$ cat src/rtl/bcd_pkg.sv
// rtl/bcd_pkg.sv - shared types, constants and sizing helper for the binary-to-BCD converter
package bcd_pkg;

  localparam int BCD_DIGIT_W = 4;

  typedef enum logic {
    IDLE = 1'b0,
    CONV = 1'b1
  } state_t;

  // Smallest digit count whose decimal range covers every w_in-bit unsigned value.
  function automatic int min_digits(input int w_in);
    longint unsigned max_val;
    longint unsigned limit;
    int              digits;
    max_val = (64'd1 << w_in) - 64'd1;
    limit   = 64'd10;
    digits  = 1;
    for (int i = 0; i < 19; i++) begin
      if (limit <= max_val) begin
        digits = digits + 1;
        limit  = limit * 64'd10;
      end
    end
    return digits;
  endfunction

endpackage

$ cat src/rtl/bcd_add3.sv
// rtl/bcd_add3.sv - per-digit add-3 adjust applied before each double-dabble shift
module bcd_add3
  import bcd_pkg::*;
(
  input  logic [BCD_DIGIT_W-1:0] digit,
  output logic [BCD_DIGIT_W-1:0] adjusted
);

  // Digits of 5..9 would become >=10 after doubling; pre-adding 3 makes the shift carry into the next digit.
  assign adjusted = (digit >= 4'd5) ? digit + 4'd3 : digit;

endmodule

$ cat src/rtl/bin_to_bcd_seq.sv
// rtl/bin_to_bcd_seq.sv - iterative shift-add-3 converter from unsigned binary to packed BCD
module bin_to_bcd_seq
  import bcd_pkg::*;
#(
  parameter int W_IN   = 8,
  parameter int DIGITS = 3
) (
  input  logic                          clk,
  input  logic                          reset,
  input  logic                          in_valid,
  output logic                          in_ready,
  input  logic [W_IN-1:0]               in_data,
  output logic                          done,
  output logic [BCD_DIGIT_W*DIGITS-1:0] out_bcd
);

  localparam int BCD_W = BCD_DIGIT_W * DIGITS;
  localparam int CNT_W = $clog2(W_IN + 1);

  // Refuse to build a converter that cannot represent the largest input.
  if (DIGITS < min_digits(W_IN)) begin : g_bad_digits
    $error("bin_to_bcd_seq: DIGITS=%0d too small for W_IN=%0d", DIGITS, W_IN);
  end

  state_t           state;
  logic [W_IN-1:0]  shift_bin;
  logic [BCD_W-1:0] shift_bcd;
  logic [BCD_W-1:0] adj_bcd;
  logic [BCD_W-1:0] next_bcd;
  logic [CNT_W-1:0] count;

  // One add-3 cell per digit, all acting on the current partial result.
  for (genvar g = 0; g < DIGITS; g++) begin : g_adj
    bcd_add3 u_add3 (
      .digit    (shift_bcd[g*BCD_DIGIT_W +: BCD_DIGIT_W]),
      .adjusted (adj_bcd[g*BCD_DIGIT_W +: BCD_DIGIT_W])
    );
  end

  // Adjusted digits shifted left, pulling in the next binary MSB.
  assign next_bcd = {adj_bcd[BCD_W-2:0], shift_bin[W_IN-1]};

  // Idle is the only state that accepts work; decoded purely from registered state.
  assign in_ready = (state == IDLE);

  // Conversion FSM: load on accept, shift W_IN times, publish result on the last shift.
  always_ff @(posedge clk) begin
    if (reset) begin
      state     <= IDLE;
      shift_bin <= '0;
      shift_bcd <= '0;
      count     <= '0;
      out_bcd   <= '0;
      done      <= 1'b0;
    end else begin
      done <= 1'b0;
      case (state)
        IDLE: begin
          if (in_valid) begin
            shift_bin <= in_data;
            shift_bcd <= '0;
            count     <= CNT_W'(W_IN);
            state     <= CONV;
          end
        end
        CONV: begin
          shift_bcd <= next_bcd;
          shift_bin <= {shift_bin[W_IN-2:0], 1'b0};
          count     <= count - CNT_W'(1);
          if (count == CNT_W'(1)) begin
            out_bcd <= next_bcd;
            done    <= 1'b1;
            state   <= IDLE;
          end
        end
        default: state <= IDLE;
      endcase
    end
  end

endmodule

$ cat config.mk
export PLATFORM = sky130hd
export DESIGN_NAME = bin_to_bcd_seq
export DESIGN_NICKNAME = d
export VERILOG_FILES = /design/src/rtl/bcd_pkg.sv /design/src/rtl/bcd_add3.sv /design/src/rtl/bin_to_bcd_seq.sv
export SDC_FILE = /design/constraint.sdc
export NUM_CORES = 1
export LEC_CHECK = 0
export CELL_PAD_IN_SITES_DETAIL_PLACEMENT = 1
export CELL_PAD_IN_SITES_GLOBAL_PLACEMENT = 1
export CORE_ASPECT_RATIO = 0.6
export CORE_UTILIZATION = 40
export DETAILED_ROUTE_END_ITERATION = 6
export HOLD_SLACK_MARGIN = 0.15
export PLACE_DENSITY_LB_ADDON = 0.1
export SYNTH_ARGS = -nofsm -noshare
export SYNTH_HDL_FRONTEND = slang
export SYNTH_HIERARCHICAL = 1
export SYNTH_SLANG_ARGS = --single-unit
$ cat constraint.sdc
create_clock -name clk -period 1.55 [get_ports clk]
set_input_delay 0.31 -clock clk [delete_from_list [all_inputs] [get_ports clk]]
set_output_delay 0.31 -clock clk [all_outputs]
set_load 0.05 [all_outputs]
Word-level counts from Yosys, hierarchy flattened
Index checks and enable logic that the tools add are counted.
- $add $sub $neg: 4
- magnitude comparators: 3
- equal/unequal tests: 2
- multiplexer cells: 13
- bitwise logic cells: 1
- reductions and logical operators: 2
- operators with widths (operator ; count):
    $pmux W12 S2 ; 1
    $pmux W8 S2 ; 1
    $ge A4 B3 Y1 const B ; 3
    $mux W12 ; 1
    $mux W4 ; 3
    $add A4 B2 Y4 const B ; 2
    $mux W8 ; 1
    $pmux W4 S2 ; 1
    $eq A4 B1 Y1 const B ; 1
    $sub A4 B1 Y4 const B ; 1
    $add A3 B2 Y3 const B ; 1
    $mux W1 ; 3
    $mux W3 ; 1
    $ne A2 B2 Y1 const B ; 1
    $pmux W1 S2 ; 1
    $reduce_and A2 Y1 ; 1
    $reduce_or A2 Y1 ; 1
    $not A1 Y1 ; 1
- bits in registers: 38
- bits of input ports: 11
- output and inout bits: 14

Logic depth before layout (Yosys ltp)
- word-level depth: 3
- gate-level depth with buffers: 7
- mapped depth without buffers: 7

Hierarchy
The synthesis kept the hierarchy.
- modules (own cells, without submodules) (module ; times used ; cells each ; area each (um^2) ; seq. area each (um^2)):
    bin_to_bcd_seq ; 1 ; 152 ; 1508.9 ; 760.7
    bcd_add3 ; 3 ; 16 ; 101.3 ; 0.0

Least setup slack after synthesis
OpenSTA, ideal clock, no wires.
- path type: register to register
- from: reg shift_bcd[1]
- to: reg shift_bcd[2]
- setup time: 0.065 ns
- data arrival time: 1.241 ns
- setup slack: 0.243 ns
- cell stages (with the launch flop): 8
- buffers on the path: 0
- period minus slack after synthesis: 1.307 ns
- path through: dfxtp_1 inv_1 ha_1 nand2b_1 a21oi_2 mux2i_1 a21oi_1 nor2_1
- cells in the longest elaborated chain, start to end: 3
- RTL lines (what ; line ; source):
    from (decl) ; bin_to_bcd_seq.sv:27 ; logic [BCD_W-1:0] shift_bcd;
    from (signal assigned) ; bin_to_bcd_seq.sv:67 ; shift_bcd <= next_bcd;
    $add A4 B2 Y4 or $ge A4 B3 Y1 (tied branches) ; bcd_add3.sv:10 ; assign adjusted = (digit >= 4'd5) ? digit + 4'd3 : digit;
    $mux W4 * ; bcd_add3.sv:10 ;
    named net adj_bcd[1] ; bin_to_bcd_seq.sv:28 ; logic [BCD_W-1:0] adj_bcd;
    $pmux W12 S2 * ; bin_to_bcd_seq.sv:57 ; case (state)
Mark *: on every way through the listed nets, which the timed path passes. The rest lies on a longest branch.
A chain may end at the register's enable or synchronous reset.

Worst setup path in the final report
Ends and elaborated chain as after synthesis.

==> flow_summary.yaml <==
status:
  outcome: "completed"
sta:
  finClkSkew_ps: 7.34
  fin_ws_ps: 50.4
  clock.fmax_ghz: 0.667
  finalCritPeriodShare: 0.967
  slew_viol_final: 0
  min_period_ps: 1500
  relSlewSlack: 0.823
  setup_viol: 0
  hold_viol: 0
  tns_ps: 0
  worst_pin_slew_ps: 263
yosys:
  syn_area_um2: 1790
  netlist_instances: 196
  syn_area_per_cell_um2: 9.15
  yosysWarnings: 6
  synth.net_count: 215
clocking:
  cts.sinks: 38
  clk_pin_slew_ps: 80
  htree_levels: 2
  cts-root-buf: "clkbuf_8"
  clk_latency_ps: 300
  cts_buffers: 5
  cts_buffer_depth: 2
  cts_tree: "done"
  cts_hold_buf: 0
floorplan:
  die_area_um2: 4760
  die_w_um: 88.4
  initial_core_util: 0.426
  row_count: 18
  die_h_um: 53.9
  core-area_um2: 4210
  num_io_pins: 25
power_and_ir_drop:
  ir_drop_mv: 0.298
  power.density_nw_per_um2: 800
  p_total_mw: 1.89
  leakage_nw: 0.916
setup_path:
  path_buf_inv: 1
  cp.arrival_ps: 1730
  path_cells: "inv_1 -> ha_1 -> nand2b_4 -> a21oi_4 -> mux2i_2 -> a21oi_2 -> nor2_1"
  startpoint_type: "flop"
  reg2reg_slack_ps: 50
  cp.required_ps: 1780
  crit_path_max_fanout: 3
  critPathSlowestCell: "dfxtp_2"
  endpoint_kind: "flop"
  crit_family: "flip-flops"
  crit_path_max_incr_delay_ps: 340
  worstSetupPathType: "flop to flop"
grt:
  grt_pass1_wl_um: 7130
  grt_max_degree: 22
  antenna_found_initial: 0
  track_usage: 0.204
  grt.overflow.total: 0
  grt_pass1_vias: 1478
drt:
  drc: 0
  first_pass_iters: 4
  drt_wl_total_um: 4460
  first_iter_violations: 31
  postRouteAntennaNets: 0
  viasPerCell: 5.17
  post_drt_wl_per_cell_um: 15.6
  dr_total_vias: 1474
cells_and_area:
  multi_input_area_um2: 972
  areaGrowthSynthToFinish_pct: 31.5
  drive_gt1_frac: 0.227
  diodes: 0
  fin_util: 0.560
  regArea_um2: 767
  fill_cells: 479
  nets: 244
  instances_no_fill: 285
place:
  hpwl_um: 3180
  routabilityCongestion: 0.730
  port_buffers: 24
  place_inst: 277
  post-place-ws_ps: -51.0
worst_hold_path:
  hp-class: "flop to flop"
flow_run:
  maxCapViolations: 0
-- final timing paths --
check,startpoint,endpoint,cells past startpoint
setup reg to reg,shift_bcd[1]$_SDFFE_PP0P_,shift_bcd[2]$_SDFFE_PP0P_,7
hold reg to reg,shift_bin[0]$_SDFFE_PP0P_,shift_bin[1]$_SDFFE_PP0P_,2
setup / recovery,shift_bcd[1]$_SDFFE_PP0P_,shift_bcd[2]$_SDFFE_PP0P_,7
hold / removal,shift_bin[0]$_SDFFE_PP0P_,shift_bin[1]$_SDFFE_PP0P_,2
-- registers in the layout (all words and copies together) (netlist names) --
name,count
count,4
done,1
out_bcd,12
shift_bcd,12
shift_bin,8
state,1
-- cells in the final DEF, fill, tap and decap left out, drive strengths merged, types with 6 or more instances in the layout --
| cell | n |
|---|---|
| a21oi | 24 |
| a22o | 12 |
| buf | 24 |
| clkdlybuf4s50 | 10 |
| dfxtp | 38 |
| ha | 8 |
| inv | 9 |
| mux2 | 7 |
| nand2 | 25 |
| nand2b | 6 |
| nor2 | 19 |
| nor3b | 12 |
-- what timing repair did --
action	CTS	global route
hold endpoints to repair	0	0
endpoints found under the setup margin	1	6
pin swaps	1	2
resized for setup	1	15
buffers inserted	0	1
-- worst reg2reg max path: cells and delay by family, from the launching register on --
kind / cells / cell delay [ps]
AO/OA/AOI/OAI: 2 / 260
adder cells (fa/ha/maj): 1 / 200
buffers and inverters: 1 / 90
flip-flops: 1 / 340
multiplexers: 1 / 290
AND/OR/NAND/NOR: 2 / 240
-- through the flow --
stage	hold slack, ps	instance area (µm²)
final	457	2360
after global routing	479	2360
after CTS	461	2280
after detailed placement	450	2200
after global placement	434	2200
after floorplan	425	1790
-- area by class of cell --
| type | instances | share of cell area |
|---|---|---|
| clock inverters | 2 | 0.00425 |
| clock buffers | 5 | 0.0292 |
| multi-input cells | 137 | 0.412 |
| inverters | 9 | 0.0143 |
| repair buffers | 34 | 0.183 |
| flip-flops and latches | 38 | 0.325 |
| well taps | 60 | 0.0318 |
-- where the power goes --
group	leakage, nW	internal, mW	switching [mW]
Clock	0.0438	0.302	0.348
Combinational	0.562	0.0963	0.118
Sequential	0.310	1.00	0.0226
-- layer usage --
metal	routed length [µm]	global-route usage	part of all wire
met5	0	0	0
met2	2120	0.350	0.48
met4	64	0.0806	0.014
met3	149	0.0537	0.033
met1	2130	0.250	0.48
Note: power is estimated with default switching activity, not from simulation.
